File: config.mk
export PLATFORM = sky130hd
export DESIGN_NAME = catraca_multi_flat
export DESIGN_NICKNAME = d
export VERILOG_FILES = /design/src/rtl/catraca_pkg.sv /design/src/rtl/catraca_multi_if.sv /design/src/rtl/catraca_saldo.sv /design/src/rtl/catraca_multi.sv /design/src/flat_wrapper.sv
export SDC_FILE = /design/constraint.sdc
export NUM_CORES = 1
export LEC_CHECK = 0
export ABC_AREA = 0
export BUFFER_PORTS_ARGS = -buffer_cell sky130_fd_sc_hd__buf_2
export CAP_MARGIN = 40
export CORE_ASPECT_RATIO = 1.75
export CORE_MARGIN = 8
export CORE_UTILIZATION = 55
export CTS_CLUSTER_DIAMETER = 100
export DETAILED_ROUTE_END_ITERATION = 6
export PLACE_DENSITY = 0.78
export SLEW_MARGIN = 15
export SYNTH_ARGS = -nofsm -noshare
export SYNTH_HDL_FRONTEND = slang
export SYNTH_HIERARCHICAL = 1
export SYNTH_SLANG_ARGS = --single-unit
File: constraint.sdc
create_clock -name clk_2 -period 7.9 [get_ports clk_2]
set_input_delay 0 -clock clk_2 [delete_from_list [all_inputs] [get_ports clk_2]]
set_output_delay 0 -clock clk_2 [all_outputs]
set_load 0.05 [all_outputs]
File: src/rtl/catraca_pkg.sv
// Shared types and credit arithmetic for the multi-card turnstile.
package catraca_pkg;

  typedef enum logic [0:0] {TRAVADA, LIBERADA} estado_t;

  // Debit is only ever applied to a non-zero balance, so the sum never underflows.
  function automatic int unsigned sat_add(input int unsigned credit, input int unsigned load,
                                          input logic debit, input logic refund,
                                          input int unsigned max);
    int unsigned sum;
    sum = credit + load + {31'd0, refund} - {31'd0, debit};
    return (sum > max) ? max : sum;
  endfunction

endpackage

File: src/rtl/catraca_multi_if.sv
// Card requests/loads, rotation sensor and display/status outputs of the turnstile.
interface catraca_multi_if #(
  parameter int NCARDS = 2,
  parameter int CW     = 3,
  parameter int PASS_W = 8
);
  localparam int IW = (NCARDS > 1) ? $clog2(NCARDS) : 1;

  logic [NCARDS-1:0]    passe;
  logic [NCARDS*CW-1:0] carrega;
  logic                 giro;
  logic                 catraca;
  logic [IW-1:0]        cartao_ativo;
  logic [CW-1:0]        saldo;
  logic                 negado;
  logic                 conflito;
  logic [PASS_W-1:0]    passagens;

  modport master (output passe, carrega, giro,
                  input  catraca, cartao_ativo, saldo, negado, conflito, passagens);
  modport slave  (input  passe, carrega, giro,
                  output catraca, cartao_ativo, saldo, negado, conflito, passagens);
endinterface

File: src/rtl/catraca_saldo.sv
// Saturating credit register for one card: load, debit on grant, refund on timeout.
module catraca_saldo import catraca_pkg::*; #(
  parameter int MAX_CREDIT = 5,
  parameter int CW         = 3
) (
  input  logic          clk_2,
  input  logic          reset,
  input  logic [CW-1:0] carrega,
  input  logic          debito,
  input  logic          estorno,
  output logic [CW-1:0] saldo
);

  always_ff @(posedge clk_2) begin
    if (reset) saldo <= '0;
    else       saldo <= CW'(sat_add(32'(saldo), 32'(carrega), debito, estorno, MAX_CREDIT));
  end

endmodule

File: src/rtl/catraca_multi.sv
// Turnstile controller for NCARDS prepaid cards: arbitration, open timer, refund and
// passage counting; per-card balances live in catraca_saldo instances.
module catraca_multi import catraca_pkg::*; #(
  parameter int NCARDS      = 2,
  parameter int MAX_CREDIT  = 5,
  parameter int CW          = $clog2(MAX_CREDIT+1),
  parameter int OPEN_CYCLES = 4,
  parameter int PASS_W      = 8
) (
  input  logic          clk_2,
  input  logic          reset,
  catraca_multi_if.slave bus
);
  localparam int IW = (NCARDS > 1) ? $clog2(NCARDS) : 1;
  localparam int TW = (OPEN_CYCLES > 1) ? $clog2(OPEN_CYCLES) : 1;

  estado_t                  estado, estado_n;
  logic [TW-1:0]            timer;
  logic [IW-1:0]            ativo, menor;
  logic [NCARDS-1:0][CW-1:0] credito;
  logic [NCARDS-1:0]        debito, estorno;
  logic                     unico, varios, fim, concede, negado, conflito;
  logic [PASS_W-1:0]        passagens;

  always_comb begin
    menor = '0;
    for (int i = NCARDS-1; i >= 0; i--) if (bus.passe[i]) menor = IW'(i);
  end

  assign unico  = $onehot(bus.passe);
  assign varios = (bus.passe != '0) && !unico;
  assign fim    = (timer == TW'(OPEN_CYCLES-1));

  always_ff @(posedge clk_2) begin
    if (reset) estado <= TRAVADA;
    else       estado <= estado_n;
  end

  // Grant looks at the registered balance only; same-cycle loads land after the decision.
  always_comb begin
    estado_n = estado;
    concede  = 1'b0;
    debito   = '0;
    estorno  = '0;
    case (estado)
      TRAVADA: if (unico && credito[menor] != '0) begin
        concede  = 1'b1;
        debito   = bus.passe;
        estado_n = LIBERADA;
      end
      LIBERADA: if (bus.giro) estado_n = TRAVADA;
      else if (fim) begin
        estado_n       = TRAVADA;
        estorno[ativo] = 1'b1;
      end
      default: estado_n = TRAVADA;
    endcase
  end

  always_ff @(posedge clk_2) begin
    if (reset) begin
      timer     <= '0;
      ativo     <= '0;
      negado    <= 1'b0;
      conflito  <= 1'b0;
      passagens <= '0;
    end else begin
      negado   <= (estado == TRAVADA) && unico && (credito[menor] == '0);
      conflito <= (estado == TRAVADA) && varios;
      if (concede) begin
        ativo <= menor;
        timer <= '0;
      end else if (estado == LIBERADA && !bus.giro && !fim) begin
        timer <= timer + 1'b1;
      end
      if (estado == LIBERADA && bus.giro) passagens <= passagens + 1'b1;
    end
  end

  for (genvar i = 0; i < NCARDS; i++) begin : g_card
    catraca_saldo #(.MAX_CREDIT(MAX_CREDIT), .CW(CW)) u_saldo (
      .clk_2  (clk_2),
      .reset  (reset),
      .carrega(bus.carrega[i*CW +: CW]),
      .debito (debito[i]),
      .estorno(estorno[i]),
      .saldo  (credito[i])
    );
  end

  assign bus.catraca      = (estado == LIBERADA);
  assign bus.cartao_ativo = ativo;
  assign bus.saldo        = (bus.passe != '0) ? credito[menor] : credito[ativo];
  assign bus.negado       = negado;
  assign bus.conflito     = conflito;
  assign bus.passagens    = passagens;

endmodule
File: src/flat_wrapper.sv
// flat-port wrapper written by rule: the top's interface ports become plain ports
module catraca_multi_flat import catraca_pkg::*;
#(
  parameter int NCARDS      = 2,
  parameter int MAX_CREDIT  = 5,
  parameter int CW          = $clog2(MAX_CREDIT+1),
  parameter int OPEN_CYCLES = 4,
  parameter int PASS_W      = 8
)
  (clk_2, reset, bus_passe, bus_carrega, bus_giro, bus_catraca, bus_cartao_ativo, bus_saldo, bus_negado, bus_conflito, bus_passagens);
  catraca_multi_if #(.NCARDS(NCARDS), .CW(CW), .PASS_W(PASS_W)) bus_i ();
  input  logic clk_2;
  input  logic reset;
  input wire logic [$bits(bus_i.passe)-1:0] bus_passe;
  input wire logic [$bits(bus_i.carrega)-1:0] bus_carrega;
  input wire logic [$bits(bus_i.giro)-1:0] bus_giro;
  output wire logic [$bits(bus_i.catraca)-1:0] bus_catraca;
  output wire logic [$bits(bus_i.cartao_ativo)-1:0] bus_cartao_ativo;
  output wire logic [$bits(bus_i.saldo)-1:0] bus_saldo;
  output wire logic [$bits(bus_i.negado)-1:0] bus_negado;
  output wire logic [$bits(bus_i.conflito)-1:0] bus_conflito;
  output wire logic [$bits(bus_i.passagens)-1:0] bus_passagens;
  assign bus_i.passe = bus_passe;
  assign bus_i.carrega = bus_carrega;
  assign bus_i.giro = bus_giro;
  assign bus_catraca = bus_i.catraca;
  assign bus_cartao_ativo = bus_i.cartao_ativo;
  assign bus_saldo = bus_i.saldo;
  assign bus_negado = bus_i.negado;
  assign bus_conflito = bus_i.conflito;
  assign bus_passagens = bus_i.passagens;
  catraca_multi #(.NCARDS(NCARDS), .MAX_CREDIT(MAX_CREDIT), .CW(CW), .OPEN_CYCLES(OPEN_CYCLES), .PASS_W(PASS_W)) u_core (.clk_2(clk_2), .reset(reset), .bus(bus_i));
endmodule
==> run summary <==
Type of origin of the critical path: register
Synth top cells by count: inv_1 (25), dfxtp_1 (20), ha_1 (15), a21oi_1 (8), nor4_1 (7)
Post-Syn Area: 1350 um2
Worst min-delay path class: in -> reg
Post-CTS sizing: 0
Critical Setup Path Class: reg -> reg
WP data required: 8.05 ns
Worst relative slew slack: 0.559
All-Layer GR Usage: 0.152
Setup TNS: 0 ns
LEAKAGE: 0.744 nW
Largest net degree at the start of global routing: 24
Peak VDD IR: 0.210 mV
I/O pin count: 26
RSZ-0062 raised after global routing: no
Initial antenna violation count: 0
Share of layout cells above drive strength 1: 0.225
Setup violators final: 0
Largest stage delay, worst path: 0.60 ns
Wire length of the first global-routing pass: 5.18 mm
Starting Density: 0.560
Die Ht: 81.5 um
Slew at the pin closest to its max-slew limit: 0.655 ns
Vias in the first global route: 1239
Fraction of registers with async set/reset: 0
Fmax: 345 MHz
Fin crit period: 2.90 ns
Iteration-0 DRC Markers: 22
Hold_buf cts: 0
Setup ws final: 5.00 ns
CTS Root Cell: clkbuf_8
Final hold vios: 0
Die area: 4350 um2
Final ANT Viol Nets: 0
DR pass1 iterations: 4
Worst-Skew Late Latency: 0.25 ns
Worst Path Max Fanout: 5
WL final: 2.99 mm
P per Cell Area: 289 nW/um2
Post-Route Skew: 0.00458 ns
Worst Reg-to-Reg Cells: 8
CTS tree: built
Top-count cell post-synth: inv_1
Vias: 1147
Synth area leader: dfxtp_1
Avg Inst Size Synth: 9.16 um2
Synth unique cells: 37
Area of the core: 2400 um2
Seq cells post-synth: 20
Area Growth Syn to Fin: 13.9%
Setup Buffers After CTS: 0
Status: completed
Total of max-cap violations: 0
Max Slew Vio Count: 0
CTS Buf Count: 3
Post-synth EDFFs: 0
Port bufs: 25
Total gr overflow: 0
Hold Path Stages: 3
Post-synthesis sequential area ratio: 0.297
Synthesis Warnings: 6
Clock Path Buffers: 2
Fillers: 221
Dpl hpwl: 2.42 mm
Post-DR vias/cell: 5.76
CTS sink count: 20
Final #Nets: 205
Final worst-path cycle share: 0.367
WL/cell: 15.0 um
Minimum setup slack after placement: 4.94 ns
CP Cell Sequence: nor4_1 > nor4_1 > ha_1 > inv_1 > fa_1 > fa_1 > o2111a_1 > o311a_1
Mapped Cells: 147
DRC: 0
Most common flop cell mapped by yosys: dfxtp_1
RD Place Congestion: 0.826
Top-area cell type share of the netlist area: 0.297
Worst EP arrival: 3.04 ns
Cell with the largest stage delay on the worst path: nor4_1
Antenna fix cells: 0
Net Count, Synth: 177
Die width: 53.4 um
CTS H-tree lvls: 1
CP endpoint kind: register
Clock Pin Slew Worst Setup and Hold Paths: 0.07 ns
Row cnt: 24
Dominant cells by area after synthesis: dfxtp_1 (30%), ha_1 (14%), inv_1 (7.0%)
## report_power, final
group	internal [mW]	total, mW	switching (mW)	leakage [nW]
combinational	0.0905	0.239	0.149	0.559
clock	0.0339	0.0651	0.0312	0.0216
sequential	0.119	0.139	0.0200	0.163
total	0.244	0.444	0.200	0.744
## area by class of cell
class	instances	area, um2	share of cell area
clock buffers	3	41.3	0.0269
inverters	25	93.8	0.0612
multi-input cells	100	841	0.548
flip-flops and latches	20	400	0.261
well taps	26	32.5	0.0212
repair buffers	25	125	0.0816
## state kept, by name, summed over array words and instances, names as in the netlist
register and count:
u_core/bus.conflito 1, u_core/g_card.u_saldo/saldo 6, u_core/bus.negado 1, u_core/bus.passagens 8
u_core/timer 2, u_core/bus.catraca 1, u_core/bus.cartao_ativo 1
## per-stage QoR
step / hold slack, ns / total power, mW / instances / util / cell area (um2)
floorplan: 0.0785 / 0.326 / 147 / - / 1350
global placement: 0.340 / 0.365 / 196 / 0.621 / 1490
detailed placement: 0.347 / 0.378 / 196 / 0.621 / 1490
CTS: 0.0772 / 0.444 / 199 / 0.639 / 1530
global route: 0.112 / 0.481 / 199 / 0.639 / 1530
finish: 0.0848 / 0.444 / 199 / 0.639 / 1530
## routing by layer
metal / up-vias / GRT usage / part of all wire
met3: 4 / 0.0217 / 0.057
met4: 0 / 0.0761 / 0.020
met5: - / 0 / 0
met1: 530 / 0.146 / 0.36
li1: 578 / - / -
met2: 35 / 0.292 / 0.57
## worst paths after layout
kind / start / end / slack [ns]
setup / recovery: u_core/g_card[0].u_saldo/saldo[0] / u_core/g_card[1].u_saldo/saldo[1] / 5.00
setup reg to reg: u_core/g_card[0].u_saldo/saldo[0] / u_core/g_card[1].u_saldo/saldo[1] / 5.00
hold / removal: bus_giro / u_core/bus.passagens[1] / 0.08
hold reg to reg: u_core/bus.passagens[7] / u_core/bus.passagens[7] / 0.47
## cells by family after synthesis
kind of cell             count (synthesis)  synth area share
adder cells (fa/ha/maj)                 19             0.199
buffers and inverters                   27            0.0781
AND/OR/NAND/NOR                         42             0.197
flip-flops                              20             0.297
XOR/XNOR                                 7            0.0455
multiplexers                             6            0.0474
AO/OA/AOI/OAI                           26             0.136
## layout by cell type (no fill, tap or decap), types with 2 or more instances in the layout
cell type  instances
o2111a_1           2
ha_1              15
a41o_1             2
mux2i_1            3
or4_1              2
or3_1              2
xor2_1             6
fa_1               4
inv_1             25
mux2_2             3
o311a_1            2
nor3_1             4
nor3_2             2
buf_2             25
nor3b_1            2
dfxtp_1           20
nand2_1            6
nand2b_1           2
a21oi_1            8
nor4_1             7
nand3_1            4
clkbuf_8           3
nand4_1            2
a31oi_1            2
o22ai_1            2
nor2_1             3
o21ai_0            3
o31ai_1            2
a21o_1             2
## critical path: cells and delay by family, from the launching register on
| family | cells | cell delay [ns] |
|---|---|---|
| and+or+nand+nor | 2 | 0.73 |
| adders and majority gates | 3 | 1.19 |
| DFF | 1 | 0.34 |
| AOI/OAI and AO/OA | 2 | 0.49 |
| buffers and inverters | 1 | 0.05 |
No activity file was read; power rests on OpenSTA's default activity.
